### config.mk
export PLATFORM = sky130hd
export DESIGN_NAME = instr_mem_loader
export DESIGN_NICKNAME = d
export VERILOG_FILES = /design/src/rtl/instr_mem_loader.sv
export SDC_FILE = /design/constraint.sdc
export NUM_CORES = 1
export LEC_CHECK = 0
export ABC_AREA = 1
export BUFFER_PORTS_ARGS = -buffer_cell sky130_fd_sc_hd__clkbuf_2
export CAP_MARGIN = 30
export CORE_MARGIN = 10
export CORE_UTILIZATION = 50
export DETAILED_ROUTE_END_ITERATION = 10
export PLACE_DENSITY = 0.9
export SYNTH_ARGS = -nofsm -noshare
export SYNTH_HDL_FRONTEND = slang
export SYNTH_SLANG_ARGS = --single-unit
### constraint.sdc
create_clock -name i_clock -period 3.41 [get_ports i_clock]
set_input_delay 0.5115 -clock i_clock [delete_from_list [all_inputs] [get_ports i_clock]]
set_output_delay 0.5115 -clock i_clock [all_outputs]
set_load 0.02 [all_outputs]
### src/rtl/instr_mem_loader.sv
// instr_mem_loader
//   Loads instructions into instruction memory from board switches. A Start
//   edge opens a session at address 0; each word is entered as two Load_Strobe
//   edges (low half-word first, then high half-word) and then written through a
//   req/ack handshake. After the last address, or on a Finish edge, the block
//   parks in DONE.
// Ports
//   i_clock, i_reset_l      : clock, asynchronous active-low reset
//   i_data_in[15:0]         : half-word from the switches
//   i_load_strobe           : debounced button level (rising edge latches data)
//   i_start / i_finish      : session begin / early end (rising edges)
//   i_mem_ack               : memory write acknowledge
//   o_mem_req               : write request, held until acknowledged
//   o_mem_address           : word address being written
//   o_mem_write_data[31:0]  : assembled instruction word
//   o_loader_busy           : loader owns the memory port
//   o_load_done             : session finished
//   o_status_display[31:0]  : {address zero-extended, last half-word}
module instr_mem_loader #(
  parameter int ADDR_WIDTH = 8
) (
  input  logic                  i_clock,
  input  logic                  i_reset_l,
  input  logic [15:0]           i_data_in,
  input  logic                  i_load_strobe,
  input  logic                  i_start,
  input  logic                  i_finish,
  input  logic                  i_mem_ack,
  output logic                  o_mem_req,
  output logic [ADDR_WIDTH-1:0] o_mem_address,
  output logic [31:0]           o_mem_write_data,
  output logic                  o_loader_busy,
  output logic                  o_load_done,
  output logic [31:0]           o_status_display
);

  localparam logic [ADDR_WIDTH-1:0] LAST_ADDR = '1;

  typedef enum logic [2:0] {
    IDLE, LOW_HALF, HIGH_HALF, WRITE, DONE
  } state_t;

  // Edge detection on {finish, start, strobe}. r_arm only sets once an input
  // has been seen low after reset, so a level already high at reset release
  // never counts as an edge.
  logic [2:0] w_in, r_cur, r_prev, r_arm, w_edge;
  logic       w_strobe_e, w_start_e, w_finish_e;

  assign w_in       = {i_finish, i_start, i_load_strobe};
  assign w_edge     = r_cur & ~r_prev & r_arm;
  assign w_strobe_e = w_edge[0];
  assign w_start_e  = w_edge[1];
  assign w_finish_e = w_edge[2];

  always_ff @(posedge i_clock or negedge i_reset_l) begin
    if (!i_reset_l) begin
      r_cur  <= '0;
      r_prev <= '0;
      r_arm  <= '0;
    end else begin
      r_cur  <= w_in;
      r_prev <= r_cur;
      r_arm  <= r_arm | ~w_in;
    end
  end

  state_t                r_state;
  logic                  r_req, r_busy, r_done;
  logic [ADDR_WIDTH-1:0] r_addr;
  logic [31:0]           r_wdata;
  logic [15:0]           r_half;

  always_ff @(posedge i_clock or negedge i_reset_l) begin
    if (!i_reset_l) begin
      r_state <= IDLE;
      r_req   <= 1'b0;
      r_busy  <= 1'b0;
      r_done  <= 1'b0;
      r_addr  <= '0;
      r_wdata <= '0;
      r_half  <= '0;
    end else begin
      case (r_state)
        IDLE, DONE: begin
          // Start wins over a coincident Finish here.
          if (w_start_e) begin
            r_addr  <= '0;
            r_busy  <= 1'b1;
            r_done  <= 1'b0;
            r_state <= LOW_HALF;
          end
        end
        LOW_HALF: begin
          // Finish wins over a coincident strobe.
          if (w_finish_e) begin
            r_busy  <= 1'b0;
            r_done  <= 1'b1;
            r_state <= DONE;
          end else if (w_strobe_e) begin
            r_wdata[15:0] <= i_data_in;
            r_half        <= i_data_in;
            r_state       <= HIGH_HALF;
          end
        end
        HIGH_HALF: begin
          // Finish here abandons the staged low half: nothing is written.
          if (w_finish_e) begin
            r_busy  <= 1'b0;
            r_done  <= 1'b1;
            r_state <= DONE;
          end else if (w_strobe_e) begin
            r_wdata[31:16] <= i_data_in;
            r_half         <= i_data_in;
            r_req          <= 1'b1;
            r_state        <= WRITE;
          end
        end
        WRITE: begin
          // Strobe/Finish edges are dropped here; only the ack moves us on.
          if (i_mem_ack) begin
            r_req <= 1'b0;
            if (r_addr == LAST_ADDR) begin
              r_busy  <= 1'b0;
              r_done  <= 1'b1;
              r_state <= DONE;
            end else begin
              r_addr  <= r_addr + 1'b1;
              r_state <= LOW_HALF;
            end
          end
        end
        default: r_state <= IDLE;
      endcase
    end
  end

  assign o_mem_req        = r_req;
  assign o_mem_address    = r_addr;
  assign o_mem_write_data = r_wdata;
  assign o_loader_busy    = r_busy;
  assign o_load_done      = r_done;
  assign o_status_display = {16'(r_addr), r_half};

endmodule

# Yosys cells after proc, flatten, opt, wreduce, memory -nomap -nowiden
# Index checks and enable logic that the tools add are counted.
[classes]
multipliers = 0
div_mod_pow = 0
eq_ne = 14
n_lt_le_gt_ge = 0
n_reduce_logical = 13
muxes = 26
n_addsub = 1
bitwise_logic = 6
shift = 0
[ops]
columns = ["operator", "count"]
rows = [
  ["$mux 8", 3],
  ["$mux 3", 7],
  ["$pmux 8 s2", 1],
  ["$ne 2x2->1 const B", 6],
  ["$pmux 3 s4", 1],
  ["$reduce_and 4->1", 3],
  ["$mux 1", 11],
  ["$reduce_and 3->1", 3],
  ["$add 8x1->8 const B", 1],
  ["$eq 8x8->1 const B", 1],
  ["$and 3x3->3", 2],
  ["$eq 3x2->1 const B", 2],
  ["$ne 3x3->1 const B", 2],
  ["$not 3->3", 2],
  ["$pmux 1 s3", 2],
  ["$reduce_and 5->1", 1],
  ["$reduce_bool 2->1", 2],
  ["$reduce_or 2->1", 2],
  ["$eq 3x1->1 const B", 1],
  ["$eq 3x3->1 const B", 1],
  ["$logic_not 3->1", 1],
  ["$or 3x3->3", 1],
  ["$reduce_bool 3->1", 1],
  ["$ne 2x1->1 const B", 1],
  ["2 further kinds", 2],
]
[totals]
ff_bits = 71
out_inout_bits = 75
mem_count = 0
latch_bits = 0
in_bits = 22
word_cells = 71
rom_bits = 0
mem_bits_rw = 0

# Longest topological paths before layout
[logic_depth]
depth_word = 6
mapped_depth = 9
ltp_nobuf = 9

# Worst setup path before layout
# Ideal clock, no wire load.
[synth_timing]
path_type = "register to register"
from = "register r_addr[0], in the netlist o_mem_address[0]"
to = "register r_addr[6], in the netlist o_mem_address[6]"
slack_ns = 1.951
stages_incl_launch_ff = 10
setup_time_ns = 0.065
period_less_slack_ns = 1.459
t_required_ns = 3.345
path_buffers = 0
arrival_ns = 1.394
path_cell_list = "dfrtp_1 > ha_1 > nand2_1 > nor2_2 > nand2_1 > nand2_2 > nand2_2 > nand2_4 > nand2_1 > nand2_1"
[synth_between]
elab_chain_cells = 4
word_cells_on_any_way = 7
cone_classes = "add/sub (1); eq/ne (2); mux (3); reduce/logical (1)"
[synth_rtl]
columns = ["element", "line", "text"]
rows = [
  ["start: declaration", "69", "logic [ADDR_WIDTH-1:0] r_addr;"],
  ["start signal: assignment", "127", "r_addr <= r_addr + 1'b1;"],
  ["$add 8x1->8", "127", ""],
  ["$mux 8", "122", "if (r_addr == LAST_ADDR) begin"],
  ["$mux 8", "120", "if (i_mem_ack) begin"],
  ["$pmux 8 s2", "83", "case (r_state)"],
]
# Parallel ways exist; a longest one is shown, timed or not. The select of a mux whose other input is x is not followed.
# A chain may end at the register's enable or synchronous reset.

# Worst setup path in the final report
[layout_timing]
from = "register r_state[2]"
to = "register r_wdata[22], in the netlist o_mem_write_data[22]"
[layout_between]
elab_chain_cells = 2
[layout_rtl]
columns = ["element", "line", "text"]
rows = [
  ["start: declaration", "67", "state_t r_state;"],
  ["start signal: assignment", "75", "r_state <= IDLE;"],
  ["start signal: assignment", "90", "r_state <= LOW_HALF;"],
  ["start signal: assignment", "98", "r_state <= DONE;"],
  ["$eq 3x2->1", "83", ""],
  ["$reduce_and 3->1 (no source line)", "--", ""],
  ["end signal: assignment", "112", "r_wdata[31:16] <= i_data_in;"],
  ["end: declaration", "70", "logic [31:0] r_wdata;"],
]
# No other way between the ends.

==> metrics.cfg <==
[layout]
layout.cells.non_filler = 515
antennaDiodeCount = 0
layout-drive-gt1-share_pct = 29.1
syn2layout_area_growth_pct = 19.3
layout.nets = 458
postLayoutCoreUtil_pct = 61.9

[logic_synthesis]
netlist_area_mm2 = 0.00311
async_reset_ff_share_pct = 100
synth_cell_types = 23
syn_inst = 352
syn_area_per_cell_um2 = 8.84
synth_compound_area_share_pct = 9.41
yosys_most_used_dff = dfrtp_1
synth_area_leaders = dfrtp_1 57%, nand2_1 13%, o21ai_0 6.4%, inv_1 4.2%, buf_4 4.1%
synth_xor_area_share_pct = 0
synth_simple_gate_area_share_pct = 22.4
synthAdderAreaFrac_pct = 0.402
ys_warn_count = 0
synth_top_area_cell = dfrtp_1
synth_edf_count = 0
ys_seq_area_share_pct = 57.1
muxShareOfSynthArea_pct = 0
synthTopCellsByCount = 111 x nand2_1, 71 x dfrtp_1, 40 x o21ai_0
synth.most_common_cell = nand2_1
synth_seq_cells = 71
synth_top_family_by_area = simple AND/OR/NAND/NOR gates
synth_top_area_share_pct = 57.1

[global_routing]
antenna_found_initial = 0
gr-total-overflow = 0
grt_pass1_vias = 2533
grt_usage_pct = 15.1
grt_pass1_wl_mm = 12.2
grt_max_degree = 41

[drt]
detail_route.drc_violations = 0
routed_wirelength_mm = 7.26
drt_iter0_drc = 151
vias = 2502
drt.antenna.violating_nets = 0
viasPerCell = 4.86
dr.pass1.iters = 4
avgRoutedWirePerCell_um = 14.1

[flow_run]
maxCapViolations = 0

[power]
p_int_mw = 1.92
power_density_mw_per_mm2 = 911
switching_share_pct = 43.3
leakagePower_nw = 2.04
seq_power_share_pct = 40.2
power.share.clock_pct = 20.3
p_comb_share_pct = 39.5
power.switching_mw = 1.46
ir_drop_mv = 0.536

[clock_network]
h-tree-depth = 3
cts_hold_buf = 0
clkLatencyLatePin_ps = 350
cts_inserted_buffers = 9
post_cts_buffers = 0
clk_pin_slew_ps = 80
cts_tree = yes
clk_path_buf_depth = 2
clock_sinks = 71
root_buffer = clkbuf_8
cts_resized = 0

[die]
rows = 28
fp.coreArea_mm2 = 0.00599
pin_count = 97
initial_core_util_pct = 51.9
die_height_um = 98.9
fp.dieW_um = 98.9
die_area_mm2 = 0.00978

[setup_path]
crit_fanout = 33
end_kind = flip-flop
crit_type = flip-flop to flip-flop
crit_start = r_state[2]
ff2ff_path_depth = 5
crit_chain = inv_2 -> nand3_2 -> inv_2 -> nand3_2 -> o21ai_0
ff2ff_setup_slack_ps = 1640
crit_cells = 5
cp.required_ps = 3640
cp_top_family = simple AND/OR/NAND/NOR gates
r2r-end = o_mem_write_data[22]
r2r-start = r_state[2]
crit_path_top_delay_cell = nand3_2
cp_num_buf_inv = 2
start_kind = flip-flop
arrival_ps = 2000
slowest_delay_ps = 470
cp-endpoint = o_mem_write_data[22]

[timing]
post-route-min-period_ps = 1770
rsz0062_at_grt = no
finalSetupViolCount = 0
drv_slew = 0
clock_skew_ps = 11.6
min_period_over_period_pct = 51.9
slew_headroom_pct = 42.9
fmax_ghz = 0.566
hold_viol = 0
setup_tns_ps = 0
tightestPinTransition_ps = 856

[hold_path]
hp-class = input pin to async pin

[placement]
dp_hpwl_mm = 5.59
place_congestion = 0.902
placed_cells = 499
io_buffers = 88

[status]
status = completed

registers in the layout (all words and copies together) (netlist names):
signal            count
r_half               16
o_mem_write_data     32
r_prev                3
r_state               3
r_cur                 3
r_arm                 3
o_loader_busy         1
o_load_done           1
o_mem_address         8
o_mem_req             1
final cells by class:
type | instances | area, um^2
clock buffer | 9 | 124
clock inverter | 7 | 80.1
fill | 522 | 2280
inverter | 40 | 150
multi-input combinational | 223 | 1030
sequential | 71 | 1780
tap | 75 | 93.8
timing repair buffer | 90 | 455
routing by layer:
metal,GRT usage (%),routed length (um)
met5,0,0
met4,4.96,115
met3,7.75,665
met2,23.7,3480
met1,17.3,3000
placed cells by master (no fill, tap or decap):
master	n
a21oi_1	4
buf_2	1
buf_4	2
bufinv_16	1
clkbuf_2	87
clkbuf_8	9
clkinv_2	1
clkinv_4	1
clkinvlp_4	1
conb_1	8
dfrtp_1	71
ha_1	1
inv_1	35
inv_2	5
inv_6	2
inv_8	1
nand2_1	111
nand2_2	7
nand2_4	1
nand3_1	13
nand3_2	4
nand3_4	1
nand3b_1	1
nor2_1	13
nor2_2	2
nor2_4	2
nor3_1	2
o21ai_0	40
o21ai_1	10
o21bai_1	3
worst register-to-register path, cell delays in order, from the launching register on:
cell and delay, ps:
dfrtp_1 450, inv_2 110, nand3_2 110, inv_2 90, nand3_2 470, o21ai_0 430
power groups by stage:
stage | combinational, mW | sequential (mW) | clock (mW)
2_1_floorplan | 0.504 | 1.72 | 0
3_3_place_gp | 1.32 | 1.35 | 0
3_5_place_dp | 1.36 | 1.37 | 0
4_1_cts | 1.36 | 1.36 | 0.699
5_1_grt | 1.49 | 1.40 | 0.734
6_report | 1.34 | 1.36 | 0.685
metrics by stage:
step | power, mW | setup slack [ps] | hold slack (ps) | instance area (um^2)
4_1_cts | 3.42 | 1640 | 269 | 3710
6_report | 3.38 | 1640 | 271 | 3710
5_1_grt | 3.63 | 1520 | 263 | 3710
2_1_floorplan | 2.22 | 1950 | 216 | 3140
3_5_place_dp | 2.73 | 1660 | 366 | 3510
3_3_place_gp | 2.66 | 1810 | 358 | 3510
logic make-up after synthesis:
logic type	count (synthesis)
compound gates	57
fa+ha+maj	1
buf+inv	65
flops	71
other cells	1
simple gates	157
worst min path at each step:
stage,slack (ps),cells after the start,end,start
3_3_place_gp,360,0,r_prev[0],r_cur[0]
2_1_floorplan,220,0,o_load_done,i_reset_l
3_5_place_dp,370,0,r_prev[1],r_cur[1]
5_1_grt,260,1,r_cur[1],i_start
6_report,270,1,o_mem_address[6],i_reset_l
4_1_cts,270,1,r_cur[0],i_load_strobe
Power figures use the tool's default switching activity.
